$ cat src/rtl/ne_window_accum.sv
// ne_window_accum: drops warm-up samples of the nonlinear-energy stream, then sums
// fixed windows of valid samples with saturation into a valid/ready result register.
// Optional build macro NE_THRESH_EN adds a threshold input and a registered detect flag.
module ne_window_accum #(
  parameter int unsigned input_width = 32,
  parameter int unsigned acc_width   = 48,
  parameter int unsigned window_len  = 256,
  parameter int unsigned warmup_len  = 2
) (
  input  logic                   clk,
  input  logic                   rst,
  input  logic [input_width-1:0] din,
  input  logic                   din_valid,
  input  logic                   clr,
  output logic [acc_width-1:0]   dout,
  output logic                   dout_valid,
  input  logic                   dout_ready,
  output logic                   dout_sat,
`ifdef NE_THRESH_EN
  input  logic [acc_width-1:0]   thresh,
  output logic                   dout_detect,
`endif
  output logic                   overrun
);

  localparam int unsigned CntW  = $clog2(window_len);
  localparam int unsigned WarmW = (warmup_len > 0) ? $clog2(warmup_len + 1) : 1;

  localparam logic [CntW-1:0]  CntLast  = CntW'(window_len - 1);
  localparam logic [WarmW-1:0] WarmLast = WarmW'((warmup_len > 0) ? warmup_len - 1 : 0);

  localparam logic [acc_width-1:0] AccMax = {1'b0, {(acc_width - 1){1'b1}}};
  localparam logic [acc_width-1:0] AccMin = {1'b1, {(acc_width - 1){1'b0}}};

  typedef enum logic [0:0] {StWarmup, StAccum} state_e;

  localparam state_e StInit = (warmup_len == 0) ? StAccum : StWarmup;

  state_e               state_q, state_d;
  logic [WarmW-1:0]     warm_cnt_q, warm_cnt_d;
  logic [CntW-1:0]      cnt_q, cnt_d;
  logic [acc_width-1:0] acc_q, acc_d;
  logic                 wsat_q, wsat_d;
  logic [acc_width-1:0] dout_q, dout_d;
  logic                 dout_valid_q, dout_valid_d;
  logic                 dout_sat_q, dout_sat_d;
  logic                 overrun_q, overrun_d;
  logic                 detect_q, detect_d;

  logic signed [acc_width:0] acc_ext, din_ext, sum_wide;
  logic [acc_width-1:0]      sum_sat;
  logic                      sum_ovf;
  logic                      win_close;
  logic                      slot_free;
  logic                      hit;

  // One guard bit above the accumulator detects signed overflow of the add.
  always_comb begin
    acc_ext  = {acc_q[acc_width-1], acc_q};
    din_ext  = {{(acc_width + 1 - input_width){din[input_width-1]}}, din};
    sum_wide = acc_ext + din_ext;
    sum_ovf  = sum_wide[acc_width] != sum_wide[acc_width-1];
    sum_sat  = sum_ovf ? (sum_wide[acc_width] ? AccMin : AccMax) : sum_wide[acc_width-1:0];
    win_close = (state_q == StAccum) && din_valid && (cnt_q == CntLast);
    // Accept and reload on the same edge is allowed.
    slot_free = !dout_valid_q || dout_ready;
  end

`ifdef NE_THRESH_EN
  // Threshold is sampled on the window-close edge together with the result.
  always_comb hit = $signed(sum_sat) > $signed(thresh);
`else
  always_comb hit = 1'b0;
`endif

  // State register and all datapath flops.
  always_ff @(posedge clk or negedge rst) begin
    if (!rst) begin
      state_q      <= StInit;
      warm_cnt_q   <= '0;
      cnt_q        <= '0;
      acc_q        <= '0;
      wsat_q       <= 1'b0;
      dout_q       <= '0;
      dout_valid_q <= 1'b0;
      dout_sat_q   <= 1'b0;
      overrun_q    <= 1'b0;
      detect_q     <= 1'b0;
    end else begin
      state_q      <= state_d;
      warm_cnt_q   <= warm_cnt_d;
      cnt_q        <= cnt_d;
      acc_q        <= acc_d;
      wsat_q       <= wsat_d;
      dout_q       <= dout_d;
      dout_valid_q <= dout_valid_d;
      dout_sat_q   <= dout_sat_d;
      overrun_q    <= overrun_d;
      detect_q     <= detect_d;
    end
  end

  // Next-state: warm-up ends after warmup_len valid samples; clr restarts it.
  always_comb begin
    state_d = state_q;
    if (clr) begin
      state_d = StInit;
    end else if (state_q == StWarmup && din_valid && warm_cnt_q == WarmLast) begin
      state_d = StAccum;
    end
  end

  // Counters, accumulator and the result slot.
  always_comb begin
    warm_cnt_d   = warm_cnt_q;
    cnt_d        = cnt_q;
    acc_d        = acc_q;
    wsat_d       = wsat_q;
    dout_d       = dout_q;
    dout_valid_d = dout_valid_q;
    dout_sat_d   = dout_sat_q;
    overrun_d    = overrun_q;
    detect_d     = detect_q;
    if (clr) begin
      warm_cnt_d   = '0;
      cnt_d        = '0;
      acc_d        = '0;
      wsat_d       = 1'b0;
      dout_d       = '0;
      dout_valid_d = 1'b0;
      dout_sat_d   = 1'b0;
      overrun_d    = 1'b0;
      detect_d     = 1'b0;
    end else begin
      if (dout_valid_q && dout_ready) begin
        dout_valid_d = 1'b0;
      end
      if (state_q == StWarmup && din_valid) begin
        warm_cnt_d = warm_cnt_q + 1'b1;
      end
      if (state_q == StAccum && din_valid) begin
        if (win_close) begin
          cnt_d  = '0;
          acc_d  = '0;
          wsat_d = 1'b0;
          if (slot_free) begin
            dout_d       = sum_sat;
            dout_sat_d   = wsat_q | sum_ovf;
            dout_valid_d = 1'b1;
            detect_d     = hit;
          end else begin
            overrun_d = 1'b1;
          end
        end else begin
          cnt_d  = cnt_q + 1'b1;
          acc_d  = sum_sat;
          wsat_d = wsat_q | sum_ovf;
        end
      end
    end
  end

  // Outputs come straight from registers.
  always_comb begin
    dout       = dout_q;
    dout_valid = dout_valid_q;
    dout_sat   = dout_sat_q;
    overrun    = overrun_q;
`ifdef NE_THRESH_EN
    dout_detect = detect_q;
`endif
  end

endmodule

$ cat config.mk
export PLATFORM = sky130hd
export DESIGN_NAME = ne_window_accum
export DESIGN_NICKNAME = d
export VERILOG_FILES = /design/src/rtl/ne_window_accum.sv
export SDC_FILE = /design/constraint.sdc
export NUM_CORES = 1
export LEC_CHECK = 0
export BUFFER_PORTS_ARGS = -buffer_cell sky130_fd_sc_hd__buf_4
export CAP_MARGIN = 20
export CORE_MARGIN = 3
export CORE_UTILIZATION = 40
export CTS_CLUSTER_DIAMETER = 80
export DETAILED_ROUTE_END_ITERATION = 10
export GPL_TIMING_DRIVEN = 0
export RECOVER_POWER = 25
export SLEW_MARGIN = 20
export SYNTH_ARGS = -nofsm -noshare
export SYNTH_HDL_FRONTEND = slang
export SYNTH_SLANG_ARGS = --single-unit
$ cat constraint.sdc
create_clock -name clk -period 3.6 [get_ports clk]
set_input_delay 0.18 -clock clk [delete_from_list [all_inputs] [get_ports clk]]
set_output_delay 0.18 -clock clk [all_outputs]
set_load 0.02 [all_outputs]
* Word level (Yosys, flattened, before mapping)
Index checks and enable logic that the tools add are counted.
W data, S select, Z words.
** Storage, ports and cells
- Bits in registers :: 111
- Output and inout bits :: 51
** Operators by class
- $add $sub $neg :: 3
- Mux-type cells :: 32
- Reductions and logical operators :: 14
- Equal/unequal tests :: 4
- Bitwise gates (word level) :: 2
** Operators with widths (number)
- $mux W48 :: 9
- $add A48 B32 Y49 :: 1
- $mux W8 :: 3
- $mux W1 :: 18
- $reduce_bool A2 Y1 :: 5
- $add A8 B1 Y8 const B :: 1
- $eq A8 B8 Y1 const B :: 1
- $reduce_and A3 Y1 :: 2
- $logic_and A1 B1 Y1 :: 5
- $mux W2 :: 2
- $add A2 B1 Y2 const B :: 1
- $eq A2 B1 Y1 const B :: 1
- $ne A2 B2 Y1 const B :: 1
- $logic_not A1 Y1 :: 1
- $logic_or A1 B1 Y1 :: 1
- $ne A1 B1 Y1 :: 1
- $not A1 Y1 :: 1
- $or A1 B1 Y1 :: 1

* Depth between registers and ports, before layout
Gate-level depths: netlist of run 1.
- Depth in word-level cells :: 7
- Gate-level depth with buffers :: 13
- Depth with buffers taken out :: 11

* Worst setup path before layout of run 1
No wires, ideal clock.
- Path kind :: register to register
- Start :: register acc_q[0]
- End :: register dout_q[34] (netlist: dout[34])
- Path buffers :: 0
- Setup slack :: 0.453 ns
- Library setup time :: 0.122 ns
- Stages on the path, launching flop included :: 12
- Data arrival time :: 3.026 ns
- Path through :: dfrtp_1 > ha_1 > fa_1 > a211oi_1 > o21bai_1 > o21ai_0 > o311ai_1 > a31oi_1 > nor2_1 > or4_1 > a31o_2 > a32o_1
** Between the ends
- Cells in the longest elaborated chain, start to end :: 7
- Elaborated cells on any way between the ends :: 8
- Those cells by class :: add/sub (1); eq/ne (1); mux (6)
** RTL lines
- start: declaration :: line 42 : logic [acc_width-1:0] acc_q, acc_d;
- start signal: assignment :: line 82 : acc_q <= '0;
- start signal: assignment :: line 93 : acc_q <= acc_d;
- $add A48 B32 Y49 (*) :: line 61 : sum_wide = acc_ext + din_ext;
- $mux W48 or $ne A1 B1 Y1 (tied branches) :: line 63, 62
- $mux W48 (*) :: line 63 : sum_sat = sum_ovf ? (sum_wide[acc_width] ? AccMin : AccMax) : sum_wide[acc_width-1:0];
- $mux W48 (*) :: line 146 : if (slot_free) begin
- $mux W48 (*) :: line 142 : if (win_close) begin
- $mux W48 (*) :: line 141 : if (state_q == StAccum && din_valid) begin
- $mux W48 (*) :: line 124 : if (clr) begin
- end signal: assignment :: line 95 : dout_q <= dout_d;
- end: declaration :: line 44 : logic [acc_width-1:0] dout_q, dout_d;
Every way passes the cells marked *; elsewhere a longest branch is shown, timed or not. The select of a mux whose other input is x is not followed.
A chain may end at the register's enable or synchronous reset.

* Worst setup path in the final report of run 1
- Start :: register acc_q[17]
- End :: register acc_q[27]
** Between the ends
- Cells in the longest elaborated chain, start to end :: 6
- Elaborated cells on any way between the ends :: 7
- Those cells by class :: add/sub (1); eq/ne (1); mux (5)
** RTL lines (line)
- $add A48 B32 Y49 (*) :: 61
- $mux W48 or $ne A1 B1 Y1 (tied branches) :: 63, 62
- $mux W48 (*) :: 63
- $mux W48 (*) :: 142
- $mux W48 (*) :: 141
- $mux W48 (*) :: 124
Marked as above.

==> qor.yml, run 1 <==
setup_path:
  endpoint_kind: "flop"
  worstPathArrival_ns: 3.74
  r2r-start: "acc_q[17]"
  startpoint_type: "flop"
  crit_start: "acc_q[17]"
  r2r_slack_ns: 0.16
  cp.required_ns: 3.90
  cp_max_fo: 10
  crit_type: "flop to flop"
yosys:
  synthTopCellsByArea: "dfrtp_1 (37%), ha_1 (8.4%), nand2_1 (5.7%)"
  synth_seq_cells: 111
  syn_inst: 846
  synth_area_per_cell_um2: 8.79
  synth_nets: 934
  synthTopCellsByCount: "nand2_1 (112), dfrtp_1 (111), nor2_1 (82), a21oi_1 (73), o21ai_0 (52)"
  synth.most_common_cell: "nand2_1"
  yosys_warnings: 0
  async_flop_share_pct: 100
  ys.flop_type: "dfrtp_1"
  synth_top_area_share_pct: 37.3
  seq_area_frac_synth_pct: 37.3
  synth_edf_count: 0
  syn-cell-area_um2: 7440
  synth.distinct_cells: 63
  synth_top_area_cell: "dfrtp_1"
cells_and_area:
  fillers: 1803
  drive_gt1_share_pct: 17.1
  insertedDiodeCount: 0
  finalNonFillerCells: 1186
  multiInputGateArea_um2: 4470
  seq_area_um2: 2780
  syn_to_final_growth_pct: 19.6
  fin_nets: 1040
  layout.cell_area.non_filler_um2: 8890
drt:
  drtIter0Drc: 444
  wl_mm: 22.4
  wl_per_cell_um: 18.9
  vias: 6856
  drt_first_pass_iters: 4
  ant_nets: 0
  drc: 0
  via_per_inst: 5.78
sta:
  fin_crit_sh_pct: 95.6
  setup_ws_ns: 0.159
  final-hold-violation-count: 0
  fin_crit_ns: 3.44
  maxSlewViolCount: 53
  clock.fmax_ghz: 0.291
  tns_ns: 0
  relSlewSlack_pct: -70.9
  worstMarginPinSlew_ns: 2.56
  finClkSkew_ns: 0.00893
  setup_viol: 0
place:
  pre_cts_ws_ns: -0.311
  placement.cell_area_um2: 8410
  place_congestion: 0.912
  io_buffers: 87
  hpwl_mm: 17.0
  dp_cells: 1163
die:
  initial_utilization_pct: 41.1
  dieWidth_um: 142
  die_h_um: 142
  ios: 88
  coreArea_um2: 18100
  rows: 49
  fp.dieArea_um2: 20300
cts:
  cts_tree: "built"
  htree_levels: 3
  cts_made_buffers: 9
  clockBufferDepth: 2
  cts.sinks: 111
  clk_latency_ns: 0.36
  cts-root-buf: "clkbuf_16"
  clkTransAtPathRegs_ns: 0.08
status:
  outcome: "complete, but fails checks"
  violations: "capacitance limit, slew limit"
power:
  ir_drop_uv: 339
  power_mw: 7.64
  power_density_nw_per_um2: 859
  power.leakage_nw: 3.96
job:
  cap_viol_max_count: 1
global_routing:
  grt_pass1_wl_mm: 35.7
  grt_pass1_vias: 6757
  antenna_found_initial: 0
  gr-usage-all-layers_pct: 22.2
  grt.overflow.total: 0
  grt_max_degree: 60
hold_path:
  hold_start: "din_valid"
  hold_class: "primary input to flop"
## area by class of cell
type | count | area share [%]
repair buffers | 96 | 7.92
clock buffers | 10 | 2.69
multi-input cells | 670 | 50.3
plain buffers | 49 | 3.29
inverters | 15 | 0.633
clock inverters | 6 | 0.760
well taps | 229 | 3.22
flip-flops and latches | 111 | 31.2
## what timing repair did
action,in CTS,in global routing
gates resized for setup,15,36
gates cloned,0,0
hold buffers,1,0
pin swaps,3,3
endpoints found under the hold margin,52,0
endpoints found under the setup margin,86,91
buffers inserted,5,2
## cells by family (layout without fill, tap and decap cells)
family                   Yosys count  count (layout)  share of synthesized area (%)
XOR/XNOR                          46              46                           5.42
adder cells (fa/ha/maj)           54              54                           9.13
buffers and inverters             65             176                           3.87
AO/OA/AOI/OAI                    293             293                           27.3
AND/OR/NAND/NOR                  277             277                           16.9
flip-flops                       111             111                           37.3
## cells in the final DEF (no fill, tap or decap), types with 6 or more instances in the layout
cell type / instances
and3_1: 7
nand3_1: 8
buf_4: 79
o211ai_1: 18
a21oi_1: 73
clkbuf_16: 9
nor2_1: 82
xnor2_1: 25
nand4_1: 18
inv_1: 15
buf_2: 8
a221o_1: 32
dfrtp_1: 111
nand2b_1: 7
or3_1: 6
buf_6: 11
nor3_1: 11
nand2_1: 112
xor2_1: 21
a211oi_2: 12
o21bai_1: 10
a21o_1: 9
o21ai_0: 51
o21ai_1: 11
a31oi_1: 6
ha_1: 49
clkbuf_1: 37
a211oi_1: 29
## routing by layer
metal	vias to the layer above	GRT usage, %	share of wire [%]
met5	-	0	0
met4	0	7.40	3.0
met3	40	3.66	4.1
met2	162	35.9	46
met1	3320	30.4	47
li1	3334	-	-
## power by group
group / total [mW] / switching, mW / internal (mW)
logic: 4.66 / 2.85 / 1.80
registers: 1.92 / 0.263 / 1.66
clock network: 1.07 / 0.503 / 0.563
total: 7.64 / 3.62 / 4.02
## critical path, stage by stage (launching register included)
cell and delay, ns:
dfrtp_1 0.42, ha_1 0.30, buf_6 0.14, a21oi_1 0.13, o21ai_1 0.15, a211oi_2 0.29
o211ai_1 0.14, a221o_1 0.38, or3_4 0.43, and2_1 0.17, clkbuf_4 0.20, nor3_4 0.28
buf_6 0.21, a221o_1 0.13
## state kept, by name (all words and copies together) (netlist names)
| signal | count |
|---|---|
| state_q | 1 |
| acc_q | 48 |
| dout | 48 |
| overrun | 1 |
| wsat_q | 1 |
| warm_cnt_q | 2 |
| dout_valid | 1 |
| cnt_q | 8 |
| dout_sat | 1 |
## through the flow
step           util [%]  hold slack, ns
4_1_cts            48.6           0.102
3_3_place_gp       46.3           0.463
2_1_floorplan         -          -0.116
3_5_place_dp       46.5           0.174
5_1_grt            49.2           0.103
6_report           49.2           0.106
## final timing paths
| check | depth (start not counted) | end |
|---|---|---|
| min in group asynchronous | 2 | acc_q[36] |
| max in group asynchronous | 2 | acc_q[22] |
| min | 3 | state_q |
| max reg2reg | 13 | acc_q[27] |
| max | 13 | acc_q[27] |
| min reg2reg | 2 | dout[38] |
Note: power is estimated with default switching activity, not from simulation.
==> inputs of run 2 (changes only) <==
- ABC_AREA: not set -> 1
==> run 2 against run 1 <==
Compared with the run above: hold slack got worse by 0.037 ns; flip-flop and latch count unchanged; critical path depth increased by 3; largest power group is now registers; largest cell class unchanged; critical endpoint is now dout[30]; the flow still finishes with violations (capacitance limit, slew limit); clock power increased by 7%.
==> qor.yml, run 2 <==
status:
  outcome: "complete, but fails checks"
  violations: "capacitance limit, slew limit"
sta:
  final-hold-violation-count: 0
  rsz0062_at_grt: "no"
  fin_crit_sh_pct: 88.4
  hold_slack_ns: 0.0683
  maxSlewViolCount: 53
  tns_ns: 0
  worstMarginPinSlew_ns: 2.49
  finClkSkew_ns: 0.0149
  setup_viol: 0
  relSlewSlack_pct: -66.3
  fin_crit_ns: 3.18
  clock.fmax_ghz: 0.314
yosys:
  syn_inst: 1376
  seq_area_frac_synth_pct: 32.1
  async_flop_share_pct: 100
  synth.most_common_cell: "nand2_1"
  syn-cell-area_um2: 8660
  synth_nets: 1464
  ys.flop_type: "dfrtp_1"
  synth_top_area_cell: "dfrtp_1"
  synth_seq_cells: 111
  yosys_warnings: 0
  synth_area_per_cell_um2: 6.29
  synthTopCellsByCount: "nand2_1 (588), inv_1 (187), nand3_1 (115), dfrtp_1 (111), nor2_1 (91)"
  synth.distinct_cells: 33
  synth_edf_count: 0
  synth_top_area_share_pct: 32.1
  synthTopCellsByArea: "dfrtp_1 (32%), nand2_1 (25%), inv_1 (8.1%)"
global_routing:
  grt-busiest-layer: "met2"
  grt.met1_usage_pct: 32.6
  antenna_found_initial: 0
  gr-usage-all-layers_pct: 23.5
  grt_pass1_wl_mm: 44.0
  grt_pass1_vias: 8601
  grt.overflow.total: 0
  grtUsageMet3_pct: 3.31
  grt_max_degree: 60
  use_met2_pct: 38.5
setup_path:
  cp_max_fo: 10
  worstPathArrival_ns: 3.49
  endpoint_kind: "flop"
  startpoint_type: "flop"
  crit_type: "flop to flop"
  cp.required_ns: 3.90
power:
  power_density_nw_per_um2: 349
  power.leakage_nw: 5.89
  power_mw: 3.48
  ir_drop_uv: 288
cts:
  clk_latency_ns: 0.37
  cts-root-buf: "clkbuf_16"
  clockBufferDepth: 2
  cts_setup_buffers: 0
  htree_levels: 3
  cts_tree: "built"
  clkTransAtPathRegs_ns: 0.09
  cts.sinks: 111
  cts_made_buffers: 9
die:
  rows: 53
  dieWidth_um: 153
  fp.dieArea_um2: 23500
  initial_utilization_pct: 40.9
  ios: 88
  die_h_um: 153
  coreArea_um2: 21200
drt:
  via_per_inst: 5.00
  drtIter0Drc: 601
  vias: 8769
  wl_mm: 27.6
  ant_nets: 0
  drt_first_pass_iters: 6
  drc: 0
  wl_per_cell_um: 15.7
cells_and_area:
  final_common_cell: "nand2_1"
  most-common-layout-cells: "nand2_1 (588), inv_1 (187), nand3_1 (115)"
  syn_to_final_growth_pct: 15.4
  drive_gt1_share_pct: 9.73
  insertedDiodeCount: 0
  fin_nets: 1563
place:
  place_congestion: 0.913
  io_buffers: 86
  hpwl_mm: 22.4
job:
  cap_viol_max_count: 1
hold_path:
  hold_class: "primary input to flop"
-- run 2: cell count changes after synthesis, moves of 11 or more --
cell      change
a211oi_1     -31
o21ai_0      -38
inv_1       +172
a221o_1      -32
clkbuf_1     -12
o21ai_1      -12
nand3_1     +107
nand2_2      +25
nand2_1     +476
a211oi_2     -11
o211ai_1     -18
-- run 2: area by class of cell --
class,instances,area [um2]
Fill cell,2322,11200
Multi-Input combinational cell,1038,4970
Sequential cell,111,2780
Inverter,193,724
Timing Repair Buffer,88,651
Tap cell,275,344
Clock buffer,10,239
Buffer,34,185
Clock inverter,6,96.3
-- run 2: layer usage --
metal  wire, um  vias to the layer above
li1           -                     4462
met1      13000                     4045
met2      12600                      227
met3       1380                       35
met4        649                        0
met5          0                        -
-- run 2: cell families after synthesis --
kind of cell	synth area share, %
adder cells (fa/ha/maj)	7.45
buffers and inverters	10.5
AO/OA/AOI/OAI	5.94
flip-flops	32.1
XOR/XNOR	3.34
AND/OR/NAND/NOR	40.7
-- run 2: timing repair --
| item | in CTS | in global routing |
|---|---|---|
| resized for setup | 0 | 0 |
| hold endpoints to repair | 52 | 0 |
| hold buffers | 1 | 0 |
| setup endpoints to repair | 0 | 0 |
-- run 2: worst max-delay path, stage by stage (launching register included) --
cell and delay [ns]:
dfrtp_1 0.39, ha_1 0.24, fa_1 0.44, nand2_1 0.11, nand2_1 0.10, nand3_1 0.09
nand2_1 0.12, nand2_1 0.09, nand2_1 0.20, nand2_1 0.16, nand4_1 0.11, nand2_2 0.17
inv_1 0.08, nand2_2 0.24, buf_4 0.27, nand3_1 0.17, nand2_1 0.11
-- run 2: report_power, final --
part / switching [mW] / internal [mW]
logic: 0.621 / 0.323
clock network: 0.559 / 0.584
registers: 0.0540 / 1.34
total: 1.23 / 2.25
-- run 2: worst paths after layout --
check	slack, ns	cells past startpoint	to	from
setup / recovery	0.42	16	dout[30]	acc_q[0]
min in group asynchronous	1.25	2	cnt_q[6]	rst
max in group asynchronous	0.89	2	acc_q[25]	rst
setup reg to reg	0.42	16	dout[30]	acc_q[0]
hold reg to reg	0.49	2	dout[20]	dout[20]
hold / removal	0.07	3	state_q	din_valid
-- run 2: per-stage QoR --
| stage | util [%] | setup WS (ns) | instances | cell area (um2) |
|---|---|---|---|---|
| after floorplan | - | 1.25 | 1376 | 8660 |
| after global placement | 45.6 | 0.464 | 1737 | 9650 |
| after detailed placement | 45.8 | 0.450 | 1738 | 9680 |
| after CTS | 47.4 | 0.400 | 1755 | 10000 |
| after global routing | 47.2 | 0.239 | 1755 | 9990 |
| final | 47.2 | 0.417 | 1755 | 9990 |
==> inputs of run 3 (changes only) <==
--- a/config.mk
+++ b/config.mk
@@ -16,3 +16,3 @@
 export RECOVER_POWER = 25
-export SLEW_MARGIN = 20
+export SLEW_MARGIN = 0
 export SYNTH_ARGS = -nofsm -noshare
==> constraint.sdc (replaced) <==
create_clock -name clk -period 3.6 [get_ports clk]
set_input_delay 0 -clock clk [delete_from_list [all_inputs] [get_ports clk]]
set_output_delay 0 -clock clk [all_outputs]
set_load 0.02 [all_outputs]
==> run 3 against run 2 <==
Compared with the run above: the run still ends with capacitance limit, slew limit left; wire length rose by 0.11%; critical path depth did not move; combinational power barely moved; register-to-register slack barely moved.
==> qor.yml, run 3 (synthesized netlist as in run 2, its figures left out) <==
global_routing:
  grt_pass1_wl_mm: 44.1
  grt.overflow.total: 0
  gr-usage-all-layers_pct: 23.5
  grt_pass1_vias: 8614
  antenna_found_initial: 0
  grt_max_degree: 60
cells_and_area:
  seq_area_um2: 2780
  syn_to_final_growth_pct: 15.9
  most-common-layout-cells: "nand2_1 (588), inv_1 (187), nand3_1 (115)"
  drive_gt1_share_pct: 9.56
  final_common_cell: "nand2_1"
  insertedDiodeCount: 0
  multiInputGateArea_um2: 4970
  fillers: 2320
  fin_nets: 1568
  finalNonFillerCells: 1760
  fin_util_pct: 47.4
  layout.cell_area.non_filler_um2: 10000
hold_path:
  min_to: "acc_q[0]"
  hold_start: "din[0]"
  hold_class: "primary input to flop"
  min_path_cells: 6
drt:
  drc: 0
  drt_first_pass_iters: 5
  vias: 8772
  ant_nets: 0
  wl_mm: 27.7
  wl_per_cell_um: 15.7
  via_per_inst: 4.98
  drtIter0Drc: 623
place:
  place_congestion: 0.913
  io_buffers: 86
  pre_cts_ws_ns: 0.450
  hpwl_mm: 22.4
  dp_cells: 1738
  placement.cell_area_um2: 9680
power:
  pwr-share-comb_pct: 27.1
  switching_power_mw: 1.24
  power_mw: 3.49
  clock_power_share_pct: 32.8
  sequentialPowerShare_pct: 40.1
  ir_drop_uv: 286
  power.leakage_nw: 5.91
  swShare_pct: 35.4
  internal-power_mw: 2.25
  power_density_nw_per_um2: 347
die:
  die_h_um: 153
  initial_utilization_pct: 40.9
  dieWidth_um: 153
  coreArea_um2: 21200
  rows: 53
  fp.dieArea_um2: 23500
  ios: 88
sta:
  setup_ws_ns: 0.409
  maxSlewViolCount: 53
  fin_crit_sh_pct: 88.6
  worstMarginPinSlew_ns: 2.62
  final-hold-violation-count: 0
  clock.fmax_ghz: 0.313
  setup_viol: 0
  finClkSkew_ns: 0.0144
  tns_ns: 0
  fin_crit_ns: 3.19
  relSlewSlack_pct: -74.5
  hold_slack_ns: 0.0902
  rsz0062_at_grt: "no"
setup_path:
  r2r-start: "acc_q[0]"
  cp_max_fo: 10
  r2r_slack_ns: 0.41
  reg2reg_to: "dout[30]"
  reg2reg_depth: 16
  endpoint_kind: "flop"
  crit_start: "acc_q[0]"
  worstPathArrival_ns: 3.50
  cp.required_ns: 3.91
  startpoint_type: "flop"
  crit_type: "flop to flop"
cts:
  cts_made_buffers: 9
  cts-root-buf: "clkbuf_16"
  htree_levels: 3
  clk_latency_ns: 0.37
  cts.sinks: 111
  clockBufferDepth: 2
  clkTransAtPathRegs_ns: 0.09
  cts-resized-gates: 0
  cts_tree: "built"
status:
  outcome: "complete, but fails checks"
  violations: "capacitance limit, slew limit"
job:
  cap_viol_max_count: 1
## run 3: changes by cell type in the layout (fill, tap and decap cells not counted), sizes merged
cell | before | now
buf | 94 | 92
clkbuf | 36 | 38
clkdlybuf4s25 | 0 | 1
dlygate4sd2 | 1 | 0
dlygate4sd3 | 1 | 6
## run 3: cell type report
type                       instances  share of cell area, %
clock inverter                     6                  0.960
multi-input combinational       1038                   49.6
tap                              275                   3.43
inverter                         193                   7.22
buffer                            34                   1.85
timing repair buffer              93                   6.92
clock buffer                      10                   2.38
sequential                       111                   27.7
## run 3: power by group through the flow
stage               Combinational, mW  Clock [mW]  Sequential [mW]
detailed placement              0.954           0             1.42
global placement                0.947           0             1.42
finish                          0.946        1.14             1.40
floorplan                       0.511           0             1.50
CTS                             0.965        1.17             1.40
global route                     1.05        1.22             1.41
## run 3: what timing repair did
item / CTS / global route
hold endpoints to repair: 57 / 0
setup buffers: 0 / 0
hold buffers: 6 / 0
## run 3: critical path, stage by stage, from the launching register on
cell     delay [ns]
dfrtp_1        0.39
ha_1           0.25
fa_1           0.44
nand2_1        0.11
nand2_1        0.10
nand3_1        0.09
nand2_1        0.12
nand2_1        0.09
nand2_1        0.20
nand2_1        0.16
nand4_1        0.11
nand2_2        0.18
inv_1          0.09
nand2_2        0.24
buf_4          0.27
nand3_1        0.18
nand2_1        0.11
## run 3: worst max-delay path by stage
stage	slack (ns)	to
final	0.41	dout[30]
after global routing	0.24	dout[30]
after CTS	0.40	dout[30]
after detailed placement	0.45	dout[30]
after global placement	0.46	dout[30]
after floorplan	1.25	dout[18]
## run 3: layer usage
layer | vias to the layer above | wire length, um | global-route usage [%]
li1 | 4472 | - | -
met3 | 37 | 1150 | 3.31
met4 | 0 | 677 | 6.75
met1 | 4061 | 13200 | 32.6
met2 | 202 | 12600 | 38.6
met5 | - | 0 | 0
